$ cat src/rtl/hazard_pkg.sv
// Shared types and constants for the pipeline hazard controller.
// Scoreboard entries carry only the fields each stage's checks actually read.
package hazard_pkg;

  localparam logic [1:0] TUSE_NONE = 2'd3;

  localparam logic [1:0] FWD_RF = 2'd0;
  localparam logic [1:0] FWD_M  = 2'd1;
  localparam logic [1:0] FWD_W  = 2'd2;

  localparam int MULT_CYCLES = 5;
  localparam int DIV_CYCLES  = 10;

  typedef struct packed {
    logic [4:0] rs;
    logic [4:0] rt;
    logic [4:0] wreg;
    logic       regwrite;
    logic [1:0] tnew;
    logic       md_start;
    logic       md_div;
  } e_entry_t;

  typedef struct packed {
    logic [4:0] rt;
    logic [4:0] wreg;
    logic       regwrite;
    logic [1:0] tnew;
  } m_entry_t;

  typedef struct packed {
    logic [4:0] wreg;
    logic       regwrite;
  } w_entry_t;

  // $0 is hard-wired, so a write to it never produces a usable value.
  function automatic logic reg_hit(input logic regwrite, input logic [4:0] wreg,
                                   input logic [4:0] r);
    return regwrite && (wreg == r) && (r != 5'd0);
  endfunction

endpackage

$ cat src/rtl/hazard_ctrl_md_busy_counter.sv
// Multiply/divide busy counter: loads the op's latency when it leaves E, then counts down.
// o_busy is high while any cycles remain.
module md_busy_counter #(
  parameter int MULT_CYCLES = 5,
  parameter int DIV_CYCLES  = 10
) (
  input  logic clk,
  input  logic reset,
  input  logic i_start,
  input  logic i_div,
  output logic o_busy
);

  logic [3:0] r_count;

  always_ff @(posedge clk) begin
    if (reset) begin
      r_count <= 4'd0;
    end else if (i_start) begin
      r_count <= i_div ? 4'(DIV_CYCLES) : 4'(MULT_CYCLES);
    end else if (r_count != 4'd0) begin
      r_count <= r_count - 4'd1;
    end
  end

  assign o_busy = (r_count != 4'd0);

endmodule

$ cat src/rtl/hazard_ctrl.sv
// Hazard controller for the 5-stage MIPS core: scoreboard of E/M/W destinations driving
// stall, E bubble and forwarding selects, plus HI/LO sequencing through md_busy_counter.
module hazard_ctrl #(
  parameter int MULT_CYCLES = hazard_pkg::MULT_CYCLES,
  parameter int DIV_CYCLES  = hazard_pkg::DIV_CYCLES
) (
  input  logic       clk,
  input  logic       reset,
  input  logic [4:0] d_rs,
  input  logic [4:0] d_rt,
  input  logic [1:0] d_tuse_rs,
  input  logic [1:0] d_tuse_rt,
  input  logic [4:0] d_wreg,
  input  logic       d_regwrite,
  input  logic [1:0] d_tnew,
  input  logic       d_md_start,
  input  logic       d_md_div,
  input  logic       d_md_use,
  output logic       stall,
  output logic       flush_e,
  output logic [1:0] fwd_d_rs,
  output logic [1:0] fwd_d_rt,
  output logic [1:0] fwd_e_rs,
  output logic [1:0] fwd_e_rt,
  output logic       fwd_m_rt
);

  import hazard_pkg::*;

  e_entry_t r_e;
  m_entry_t r_m;
  w_entry_t r_w;

  logic w_md_busy;
  logic w_stall_rs;
  logic w_stall_rt;
  logic w_stall_md;
  logic w_stall;

  // An operand stalls only if a producer still needs more cycles than the consumer can wait.
  function automatic logic data_hazard(input logic [4:0] r, input logic [1:0] tuse,
                                       input e_entry_t e, input m_entry_t m);
    logic hz;
    hz = 1'b0;
    if (tuse != TUSE_NONE) begin
      if (reg_hit(e.regwrite, e.wreg, r) && (e.tnew > tuse)) hz = 1'b1;
      if (reg_hit(m.regwrite, m.wreg, r) && (m.tnew > tuse)) hz = 1'b1;
    end
    return hz;
  endfunction

  // Nearest ready producer wins; M is usable only once its result is already computed.
  function automatic logic [1:0] fwd_sel(input logic [4:0] r, input m_entry_t m,
                                         input w_entry_t w);
    logic [1:0] sel;
    sel = FWD_RF;
    if (reg_hit(m.regwrite, m.wreg, r) && (m.tnew == 2'd0)) begin
      sel = FWD_M;
    end else if (reg_hit(w.regwrite, w.wreg, r)) begin
      sel = FWD_W;
    end
    return sel;
  endfunction

  md_busy_counter #(
    .MULT_CYCLES (MULT_CYCLES),
    .DIV_CYCLES  (DIV_CYCLES)
  ) u_md_busy (
    .clk     (clk),
    .reset   (reset),
    .i_start (r_e.md_start),
    .i_div   (r_e.md_div),
    .o_busy  (w_md_busy)
  );

  always_comb begin
    w_stall_rs = data_hazard(d_rs, d_tuse_rs, r_e, r_m);
    w_stall_rt = data_hazard(d_rt, d_tuse_rt, r_e, r_m);
    // An md op sitting in E has not loaded the counter yet, so it blocks on its own.
    w_stall_md = d_md_use && (w_md_busy || r_e.md_start);
    w_stall    = w_stall_rs || w_stall_rt || w_stall_md;
  end

  always_comb begin
    stall    = w_stall;
    flush_e  = w_stall;
    fwd_d_rs = fwd_sel(d_rs, r_m, r_w);
    fwd_d_rt = fwd_sel(d_rt, r_m, r_w);
    fwd_e_rs = fwd_sel(r_e.rs, r_m, r_w);
    fwd_e_rt = fwd_sel(r_e.rt, r_m, r_w);
    fwd_m_rt = reg_hit(r_w.regwrite, r_w.wreg, r_m.rt);
  end

  always_ff @(posedge clk) begin
    if (reset) begin
      r_e <= '0;
      r_m <= '0;
      r_w <= '0;
    end else begin
      r_w.wreg     <= r_m.wreg;
      r_w.regwrite <= r_m.regwrite;

      r_m.rt       <= r_e.rt;
      r_m.wreg     <= r_e.wreg;
      r_m.regwrite <= r_e.regwrite;
      r_m.tnew     <= (r_e.tnew != 2'd0) ? (r_e.tnew - 2'd1) : 2'd0;

      if (w_stall) begin
        r_e <= '0;
      end else begin
        r_e.rs       <= d_rs;
        r_e.rt       <= d_rt;
        r_e.wreg     <= d_wreg;
        r_e.regwrite <= d_regwrite;
        r_e.tnew     <= d_tnew;
        r_e.md_start <= d_md_start;
        r_e.md_div   <= d_md_div;
      end
    end
  end

endmodule

$ cat config.mk
export PLATFORM = sky130hd
export DESIGN_NAME = hazard_ctrl
export DESIGN_NICKNAME = d
export VERILOG_FILES = /design/src/rtl/hazard_pkg.sv /design/src/rtl/hazard_ctrl_md_busy_counter.sv /design/src/rtl/hazard_ctrl.sv
export SDC_FILE = /design/constraint.sdc
export NUM_CORES = 1
export LEC_CHECK = 0
export CORE_MARGIN = 4
export CORE_UTILIZATION = 27
export CTS_CLUSTER_DIAMETER = 60
export DETAILED_ROUTE_END_ITERATION = 7
export SLEW_MARGIN = 20
export SYNTH_ARGS = -nofsm -noshare
export SYNTH_HDL_FRONTEND = slang
export SYNTH_HIERARCHICAL = 1
export SYNTH_SLANG_ARGS = --single-unit
$ cat constraint.sdc
create_clock -name clk -period 3.1 [get_ports clk]
set_input_delay 0.775 -clock clk [delete_from_list [all_inputs] [get_ports clk]]
set_output_delay 0.775 -clock clk [all_outputs]
set_load 0.01 [all_outputs]
## Yosys cells after proc, flatten, opt, wreduce, memory -nomap -nowiden

Cells that the tools add are included.

| cells by class | value |
|---|---|
| add/sub/neg operators | 2 |
| $lt $le $gt $ge | 4 |
| equality and inequality tests | 13 |
| mux-type cells | 17 |
| bitwise operators | 1 |
| reduce and logical (&&, ||, !) cells | 45 |

Operator list:

| operator | number |
|---|---|
| == test 5 bit | 11 |
| logical AND 1 bit | 31 |
| nonzero test 5 bit | 5 |
| 2-to-1 mux 2 bit | 8 |
| 2-to-1 mux 4 bit | 3 |
| greater-than comparator 2 bit | 4 |
| 2-to-1 mux 1 bit | 6 |
| != test 2 bit (second input constant) | 2 |
| nonzero test 2 bit | 2 |
| nonzero test 4 bit | 1 |
| OR reduction 2 bit | 2 |
| subtractor 4 x 1 -> 4 bit (second input constant) | 1 |
| logical OR 1 bit | 3 |
| logical NOT 2 bit | 1 |
| subtractor 2 x 1 -> 2 bit (second input constant) | 1 |
| inverter 1 bit | 1 |

| storage, ports and cells | value |
|---|---|
| bits in registers | 43 |
| bits of input ports | 27 |

## Longest topological paths before layout

Gate-level depths: netlist (run 1).

| logic depth | value |
|---|---|
| word-level depth | 10 |
| mapped depth | 9 |
| gate-level depth less buffers | 8 |

## Cells and area by module

Netlist (run 1), hierarchy kept.

By module, submodules not included:

| module | times used | cells an instance | area each (µm²) | seq. area each (µm²) |
|---|---|---|---|---|
| hazard_ctrl | 1 | 239 | 2,283.4 | 780.7 |
| md_busy_counter | 1 | 26 | 232.7 | 80.1 |

## Worst setup path before layout (run 1)

OpenSTA, ideal clock, no wires.

| path | value |
|---|---|
| path type | input to output |
| from | input d_rt[1] |
| to | output stall |
| arrival | 2.170 ns |
| data required time | 2.325 ns |
| path slack | 0.155 ns |
| stages | 6 |
| buffers on the path | 1 |
| path through | or4_4 -> o21ai_2 -> a2111oi_0 -> a31o_2 -> or2_1 -> buf_4 |

| on the way | value |
|---|---|
| word-level cells in the longest chain between the ends | 9 |

RTL lines:

| item | line | source |
|---|---|---|
| start: declaration | hazard_ctrl.sv:10 | `input logic [4:0] d_rt,` |
| == test 5 bit | hazard_pkg.sv:39 | `return regwrite && (wreg == r) && (r != 5'd0);` |
| logical AND 1 bit (2 in a row) | hazard_pkg.sv:39 |  |
| logical AND 1 bit | hazard_ctrl.sv:46 | `if (reg_hit(e.regwrite, e.wreg, r) && (e.tnew > tuse)) hz = 1'b1;` |
| 2-to-1 mux 1 bit | hazard_ctrl.sv:46 |  |
| 2-to-1 mux 1 bit (*) | hazard_ctrl.sv:47 | `if (reg_hit(m.regwrite, m.wreg, r) && (m.tnew > tuse)) hz = 1'b1;` |
| 2-to-1 mux 1 bit (*) | hazard_ctrl.sv:45 | `if (tuse != TUSE_NONE) begin` |
| logical OR 1 bit (*) (2 in a row) | hazard_ctrl.sv:81 | `w_stall = w_stall_rs \|\| w_stall_rt \|\| w_stall_md;` |
| end: declaration | hazard_ctrl.sv:19 | `output logic stall,` |

Every way passes the cells marked *; elsewhere a longest branch is shown, timed or not.

## Final worst setup path (run 1)

| path | value |
|---|---|
| from | input d_rs[1] |
| to | output flush_e |

| on the way | value |
|---|---|
| word-level cells in the longest chain between the ends | 9 |

RTL lines:

| item | line | source |
|---|---|---|
| start: declaration | hazard_ctrl.sv:9 | `input logic [4:0] d_rs,` |
| == test 5 bit | hazard_pkg.sv:39 |  |
| logical AND 1 bit (2 in a row) | hazard_pkg.sv:39 |  |
| logical AND 1 bit | hazard_ctrl.sv:46 |  |
| 2-to-1 mux 1 bit | hazard_ctrl.sv:46 |  |
| 2-to-1 mux 1 bit (*) | hazard_ctrl.sv:47 |  |
| 2-to-1 mux 1 bit (*) | hazard_ctrl.sv:45 |  |
| logical OR 1 bit (*) (2 in a row) | hazard_ctrl.sv:81 |  |
| end: declaration | hazard_ctrl.sv:20 | `output logic flush_e,` |

Marked as above.

==> reports/metrics.cfg, run 1 <==
[run_status]
outcome=finished clean

[min_path]
hold_path.class=flip-flop to flip-flop
hold_start=r_e[2]$_SDFF_PP0_

[logic_synthesis]
async_flop_share=0
synthesis.nets=303
avgSynthCellArea_um2=9.495
synthesis.area_um2=2516
synth_cell_types=40
synth.top_cell.area_share=0.3421
ys_ff_latch=43
synth-edff-count=0
synth_area_leaders=dfxtp_1 (34%), xnor2_1 (14%), nor4b_2 (6.0%)
syn_inst=265
yosysWarnings=6
synth.largest_area_cell=dfxtp_1
seq_area_frac_synth=0.3421
yosys_most_used_dff=dfxtp_1

[floorplanning]
die_y_um=104.5
die_area_um2=10930
start_util=0.2830
die_w_um=104.5
design.core.area_um2=8891
ios=38
num_rows=34

[final_layout]
syn2layout_area_growth_pct=26.01
design_area_um2=3171
fin_nets=346
seqCellArea_um2=862.1
mostFrequentLayoutCells=dfxtp_1 (42), xnor2_1 (41), buf_4 (20)
multi_input_area_um2=1521
final_common_cell=dfxtp_1
antenna_cells=0
layout-drive-gt1-share=0.2460
n_fill_cell=884

[clocking]
htree_levels=2
postCtsSetupBuffers=0
cts_tree=done
clock_latency_ns=0.30
path_clk_slew_ns=0.08
cts-root-buf=clkbuf_8
cts_inserted_buffers=5
max-clock-path-buffers=2
cts.sinks=43

[sta]
finalClockSkew_ns=0.007738
worstMarginPinSlew_ns=0.9880
layout_min_cycle_time_ns=3.050
slew_headroom=0.3413
setup_viol=0
rsz0062_at_grt=false
drv_slew=0
worst_slack_ns=0.05038
hold_viol_final=0
clock.fmax_ghz=0.3279
fin_setup_tns_ns=0
fin_crit_sh=0.9837

[worst_setup_path]
path_class=primary input to output port
start_kind=primary input
cp-startpoint=d_rs[1]
crit_chain=buf_2 -> or4_4 -> o21ai_4 -> o41ai_2 -> a21o_1 -> or2_4 -> buf_6
worstReg2RegStart=u_md_busy/r_count[0]$_SDFFE_PP0P_
cp_max_fo=3
worstPathRequired_ns=2.32
critical_path.endpoint_type=output port
critPathSlowestCell=or4_4
max_stage_delay_ns=0.56
arrival_ns=2.27

[placed_design]
place_area_um2=3070
dp_hpwl_um=4516
pre_cts_slack_ns=-0.6859
gp_congestion=0.8311
numPortBuffers=37

[route]
final_antenna_net_count=0
drtIter0Drc=46
vias=1935
drtPass1Iterations=4
viasPerCell=4.640
drc=0
wire_per_inst_um=14.13
wl_um=5893

[global_routing]
grt_max_degree=46
grt_pass1_vias=1952
grt_most_used_layer=met2
antenna_found_initial=0
use_met1=0.1408
gr-usage-met2=0.1845
grtUsageMet3=0.02959
grt_pass1_wl_um=9735
grt_use_total=0.1112
grt_overflow=0

[pwr]
p_leak_nw=1.253
power_density_nw_per_um2=531.4
peakVddDrop_mv=0.2095

[run]
maxCapViolCount=0

==> area by class of cell <==
cell class	count	area share
inverter	21	0.02486
clock buffer	7	0.03039
sequential	43	0.2719
multi-input combinational	180	0.4799
clock inverter	1	0.002368
tap	108	0.04262
timing repair buffer	57	0.1480
==> state kept, by name, indices dropped and copies added, names as in the netlist <==
signal	count
r_e	20
r_m	13
r_w	6
u_md_busy/r_count	4
==> cell usage after synthesis, types with 3 or more instances <==
master	count
clkbuf_1	16
nor4_1	6
inv_1	20
a21oi_1	4
ha_1	11
nand3_1	5
or4_1	3
nor2b_1	19
xnor2_1	41
nor4_2	10
dfxtp_1	43
nor3_1	10
nand4_1	6
nor2_1	8
nor4b_2	10
xor2_1	14
nand2_1	8
==> power breakdown <==
group | total (mW) | internal, mW | switching [mW]
clock | 0.396 | 0.203 | 0.193
sequential | 0.717 | 0.631 | 0.0858
combinational | 0.572 | 0.298 | 0.274
==> cell families (layout without fill, tap and decap cells) <==
kind of cell	after synthesis	count (layout)	synth area share
DFF	43	43	0.3421
and+or+nand+nor	94	94	0.2810
buffers and inverters	42	86	0.06961
AOI/OAI and AO/OA	20	20	0.06117
xor gates and xnor gates	55	55	0.1914
adders and majority gates	11	11	0.05470
==> critical path, delay by kind of cell <==
kind / cells / cell delay [ns]
and+or+nand+nor: 2 / 0.82
AOI/OAI and AO/OA: 3 / 0.43
buffers and inverters: 2 / 0.24
==> metal layers <==
layer | part of all wire | up-vias
met1 | 0.47 | 899
met4 | 0.013 | 0
met2 | 0.46 | 34
li1 | - | 996
met3 | 0.051 | 6
met5 | 0 | -
==> repair_timing <==
action,CTS,global route
hold buffers,0,0
gates resized for setup,58,11
setup endpoints to repair,6,7
pin swaps,13,8
==> final timing paths <==
path | endpoint | slack (ns) | cells past startpoint
worst max register to register | r_e[10]$_SDFF_PP0_ | 1.10 | 9
worst max-delay path | flush_e | 0.05 | 7
worst min-delay path | r_m[0]$_SDFF_PP0_ | 0.43 | 1
worst min register to register | r_m[0]$_SDFF_PP0_ | 0.43 | 1
==> through the flow <==
stage / hold WS, ns / cells / total power [mW] / util
floorplan: 0.3996 / 265 / 1.127 / -
global placement: 0.4096 / 409 / 1.274 / 0.3453
detailed placement: 0.4198 / 409 / 1.290 / 0.3453
CTS: 0.4318 / 417 / 1.682 / 0.3573
global route: 0.4785 / 417 / 1.794 / 0.3566
finish: 0.4294 / 417 / 1.685 / 0.3566
(Power assumes the default switching activity.)
==> run 2: changes to the inputs <==
--- a/config.mk
+++ b/config.mk
@@ -5,6 +5,7 @@
 export SDC_FILE = /design/constraint.sdc
 export NUM_CORES = 1
 export LEC_CHECK = 0
+export ABC_AREA = 1
 export CORE_MARGIN = 4
 export CORE_UTILIZATION = 27
 export CTS_CLUSTER_DIAMETER = 60
==> reports/metrics.cfg, run 2 <==
[worst_setup_path]
reg2reg_depth=12
critPathBufInv=5
max_stage_delay_ns=0.29
r2r_end=r_e[14]$_SDFF_PP0_
worstPathRequired_ns=2.32
path_class=primary input to output port
critical_path.endpoint_type=output port
crit_chain=dlygate4sd2_1 -> inv_2 -> nand3_1 -> nor2_4 -> nor2_2 -> nand4_1 -> buf_4 -> nand4_1 -> inv_1 -> dlygate4sd2_1
path_delay_family=buffers and inverters
cp_max_fo=4
critPathSlowestCell=dlygate4sd2_1
r2r_slack_ns=1.21
start_kind=primary input
worstReg2RegStart=r_e[2]$_SDFF_PP0_
arrival_ns=2.23

[global_routing]
grt_pass1_wl_um=11140
grt_max_degree=21
grt_use_total=0.1250
grt_overflow=0
grt_pass1_vias=2406
antenna_found_initial=1

[sta]
layout_min_cycle_time_ns=3.004
worst_slack_ns=0.09585
fin_crit_sh=0.9691
setup_viol=0
slew_headroom=0.6690
finalClockSkew_ns=0.007302
drv_slew=0
worstMarginPinSlew_ns=0.4913
worst_hold_slack_ns=0.4312
clock.fmax_ghz=0.3329
hold_viol_final=0

[floorplanning]
design.core.area_um2=8848
die_area_um2=10860
start_util=0.2825
ios=38
die_y_um=104.2
num_rows=34
die_w_um=104.2

[route]
drtIter0Drc=125
final_antenna_net_count=0
wire_per_inst_um=12.49
viasPerCell=4.561
vias=2440
wl_um=6680
drc=0
drtPass1Iterations=4

[final_layout]
n_fill_cell=950
layout-drive-gt1-share=0.2160
top_register=r_e
mostFrequentLayoutCells=nand2_1 (74), inv_1 (56), dfxtp_1 (43)
final_common_cell=nand2_1
syn2layout_area_growth_pct=33.98
largest_register_ffs=20
fin_nets=463
reg.largest.list=r_e (20), r_m (13), r_w (6)

[logic_synthesis]
synth.largest_area_cell=dfxtp_1
yosys_most_used_dff=dfxtp_1
synth.top_cell.area_share=0.3443
seq_area_frac_synth=0.3443
synth.most_common_cell=nand2_1
synth_cell_types=29
async_flop_share=0
yosysWarnings=6
synthesis.area_um2=2500
avgSynthCellArea_um2=6.925
synthesis.nets=399
synth-edff-count=0
syn_inst=361
synth_area_leaders=dfxtp_1 (34%), nand2_1 (11%), inv_1 (8.7%)
synthTopCellsByCount=nand2_1 (74), inv_1 (58), dfxtp_1 (43), nor2_1 (43), nor2_2 (25)
ys_ff_latch=43

[clocking]
path_clk_slew_ns=0.08
cts.sinks=43
htree_levels=2
cts_inserted_buffers=5
cts-root-buf=clkbuf_8
max-clock-path-buffers=2
holdBufCountCts=0
cts_tree=done
clock_latency_ns=0.30

[run_status]
outcome=finished clean

[placed_design]
gp_congestion=0.8790
numPortBuffers=37
pre_cts_slack_ns=-0.5573
dp_hpwl_um=5278

[min_path]
hold_start=r_e[2]$_SDFF_PP0_
hold_path.class=flip-flop to flip-flop
min_path_cells=1
min_to=r_m[0]$_SDFF_PP0_

[pwr]
p_leak_nw=1.610
peakVddDrop_mv=0.2539
power_density_nw_per_um2=524.4

[run]
maxCapViolCount=0

-- run 2: worst max path at each step --
stage,start,to,slack [ns],cells past startpoint
after floorplan,d_tuse_rs[1],stall,0.44,11
after global placement,d_tuse_rt[1],stall,-0.46,11
after detailed placement,d_tuse_rs[1],flush_e,-0.56,11
after CTS,d_tuse_rt[1],flush_e,-0.03,11
after global routing,d_rt[4],fwd_d_rt[1],-0.03,10
final,d_rt[3],fwd_d_rt[1],0.1,10
-- run 2: kinds of logic (layout without fill, tap and decap cells) --
family	Yosys count	count (layout)	synth area share
and+or+nand+nor	175	175	0.3208
buffers and inverters	76	141	0.1251
DFF	43	43	0.3443
AOI/OAI and AO/OA	39	39	0.09510
xor gates and xnor gates	17	17	0.05956
adders and majority gates	11	11	0.05505
other	0	1	0
-- run 2: timing repair --
action,in CTS,in global routing
buffers inserted,2,1
gates resized for setup,25,21
setup endpoints to repair,6,10
pin swaps,10,5
-- run 2: layer usage --
metal	share of wire	GRT usage
met5	0	0
met3	0.055	0.02607
met1	0.45	0.1595
met2	0.48	0.2112
met4	0.016	0.03894
-- run 2: final cells by class --
type / instances / area, um2 / area share
well taps: 108 / 135.1 / 0.04034
multi-input cells: 242 / 1401 / 0.4184
inverters: 68 / 255.2 / 0.07620
clock buffers: 6 / 82.58 / 0.02465
diodes: 1 / 2.502 / 0.0007471
repair buffers: 65 / 576.8 / 0.1722
clock inverters: 2 / 35.03 / 0.01046
flip-flops and latches: 43 / 860.8 / 0.2570
-- run 2: power breakdown --
part / total, mW / internal [mW] / switching (mW) / leakage, nW
registers: 0.711 / 0.633 / 0.0776 / 0.353
clock network: 0.450 / 0.261 / 0.189 / 0.0612
logic: 0.595 / 0.261 / 0.335 / 1.20
-- run 2: stage by stage --
step	instance area [um2]	utilization	cells	setup TNS (ns)	total power, mW
finish	3349	0.3785	535	0	1.756
global route	3349	0.3785	535	-0.03876	1.893
CTS	3273	0.3699	533	-0.03022	1.752
detailed placement	3136	0.3544	523	-2.177	1.294
global placement	3136	0.3544	523	-1.995	1.278
floorplan	2500	-	361	0	1.121
==> run 3: changes to the inputs <==
--- a/config.mk
+++ b/config.mk
@@ -10,8 +10,7 @@
 export CORE_UTILIZATION = 27
 export CTS_CLUSTER_DIAMETER = 60
 export DETAILED_ROUTE_END_ITERATION = 7
-export SLEW_MARGIN = 20
+export SLEW_MARGIN = 30
 export SYNTH_ARGS = -nofsm -noshare
 export SYNTH_HDL_FRONTEND = slang
-export SYNTH_HIERARCHICAL = 1
 export SYNTH_SLANG_ARGS = --single-unit
==> reports/metrics.cfg, run 3 <==
[placed_design]
place_area_um2=3164
gp_congestion=0.8727
dp.cells=522
pre_cts_slack_ns=-0.4886
numPortBuffers=37
dp_hpwl_um=5274

[logic_synthesis]
synth_cell_types=28
yosys.area_share.simple=0.3120
synthesis.area_um2=2459
yosys_most_used_dff=dfxtp_1
synth_xor_area_frac=0.06768
seq_area_frac_synth=0.3501
synthesis.nets=391
yosysWarnings=0
synthAdderAreaFrac=0.05598
synth.top_cell.area_share=0.3501
synthTopCellsByCount=nand2_1 (62), inv_1 (59), dfxtp_1 (43)
synth_area_leaders=dfxtp_1 (35%), nand2_1 (9.5%), inv_1 (9.0%)
avgSynthCellArea_um2=6.965
synth_top_family_by_area=simple AND/OR/NAND/NOR gates
ys_ff_latch=43
synth-edff-count=0
syn_inst=353
async_flop_share=0
synth.largest_area_cell=dfxtp_1
synth.most_common_cell=nand2_1
synthMuxAreaShare=0
synth_compound_gate_area_share=0.08906

[global_routing]
grt_pass1_vias=2323
antenna_found_initial=0
grt_pass1_wl_um=10740
grt_overflow=0
grt_use_total=0.1280
grt_max_degree=21

[pwr]
power_density_nw_per_um2=519.3
peakVddDrop_mv=0.2221
p_leak_nw=1.616

[clocking]
cts.sinks=43
holdBufCountCts=0
clock_latency_ns=0.29
htree_levels=2
max-clock-path-buffers=2
cts_inserted_buffers=5
cts-root-buf=clkbuf_8
path_clk_slew_ns=0.08
cts_tree=done

[route]
wire_per_inst_um=12.37
wl_um=6617
final_antenna_net_count=0
drtIter0Drc=121
drc=0
viasPerCell=4.436
vias=2373
drtPass1Iterations=4

[sta]
worstMarginPinSlew_ns=0.3625
clock.fmax_ghz=0.3324
hold_viol_final=0
fin_crit_sh=0.9704
layout_min_cycle_time_ns=3.008
setup_viol=0
slew_headroom=0.7561
drv_slew=0
worst_slack_ns=0.09180
fin_setup_tns_ns=0
finalClockSkew_ns=0.006830

[floorplanning]
die_w_um=103.4
num_rows=34
start_util=0.2792
die_y_um=103.4
design.core.area_um2=8806
ios=38
die_area_um2=10700

[worst_setup_path]
reg2reg_depth=12
path_class=primary input to output port
crit_path_frequent_cell=nand2_1
worstPathRequired_ns=2.32
critical_path.endpoint_type=output port
cp_max_fo=2
critPathSlowestCell=clkdlybuf4s50_1
start_kind=primary input
crit_chain=clkdlybuf4s50_1 -> ha_1 -> a21oi_2 -> nand2_1 -> nor2_1 -> nand3_1 -> nand2_1 -> nand2_2 -> nand3_4 -> buf_6
max_stage_delay_ns=0.42
arrival_ns=2.23

[min_path]
min_path_cells=1
hold_path.class=flip-flop to flip-flop

[final_layout]
top_register=r_e
fin_cells=535
reg.largest.list=r_e (20), r_m (13), r_w (6)
mostFrequentLayoutCells=nand2_1 (62), inv_1 (57), dfxtp_1 (43)
antenna_cells=0
design_area_um2=3423
layout-drive-gt1-share=0.2295
fin_util=0.3887
seqCellArea_um2=860.8
n_fill_cell=914
syn2layout_area_growth_pct=39.24
fin_nets=464
largest_register_ffs=20
final_common_cell=nand2_1
multi_input_area_um2=1381

[run]
maxCapViolCount=0

[run_status]
outcome=finished clean

run 3: cell type report:
type / count / share of cell area
multi-input cells: 233 / 0.4035
well taps: 108 / 0.03947
clock buffers: 6 / 0.02120
flip-flops and latches: 43 / 0.2515
repair buffers: 73 / 0.1901
clock inverters: 2 / 0.01754
inverters: 70 / 0.07675
run 3: report_power, final:
group	internal (mW)	switching, mW	leakage [nW]
Combinational	0.258	0.303	1.20
Sequential	0.629	0.0689	0.353
Clock	0.322	0.197	0.0654
run 3: worst max-delay path, delay by kind of cell:
family,cells,cell delay (ns)
AOI/OAI and AO/OA,1,0.13
adders and majority gates,1,0.31
buffers and inverters,2,0.53
and+or+nand+nor,6,0.48
run 3: cells by family (layout without fill, tap and decap cells):
group                      after synthesis  after routing
and+or+nand+nor                        165            165
buffers and inverters                   77            151
AOI/OAI and AO/OA                       38             38
adders and majority gates               11             11
DFF                                     43             43
xor gates and xnor gates                19             19
run 3: path summary, 6_finish.rpt:
kind	end	slack, ns	from
max	flush_e	0.09	d_tuse_rt[0]
min reg2reg	r_m[0]$_SDFF_PP0_	0.42	r_e[2]$_SDFF_PP0_
min	r_m[0]$_SDFF_PP0_	0.42	r_e[2]$_SDFF_PP0_
max reg2reg	r_e[19]$_SDFF_PP0_	1.23	r_m[3]$_SDFF_PP0_
run 3: through the flow:
stage	hold WS, ns	power (mW)
6_report	0.4231	1.778
2_1_floorplan	0.3996	1.051
3_3_place_gp	0.4075	1.222
3_5_place_dp	0.4054	1.238
5_1_grt	0.4351	1.891
4_1_cts	0.4183	1.763
run 3: layer usage:
metal | part of all wire | GRT usage | routed length [um] | vias up
met5 | 0 | 0 | 0 | -
met4 | 0.015 | 0.03884 | 102 | 0
met3 | 0.059 | 0.02683 | 391 | 8
met2 | 0.47 | 0.2118 | 3095 | 68
met1 | 0.46 | 0.1673 | 3028 | 1045
li1 | - | - | - | 1252
run 3: repair_timing:
| action | in CTS | in global routing |
|---|---|---|
| pin swaps | 10 | 5 |
| buffers inserted | 3 | 2 |
| gates resized for setup | 30 | 13 |
| endpoints found under the setup margin | 6 | 5 |
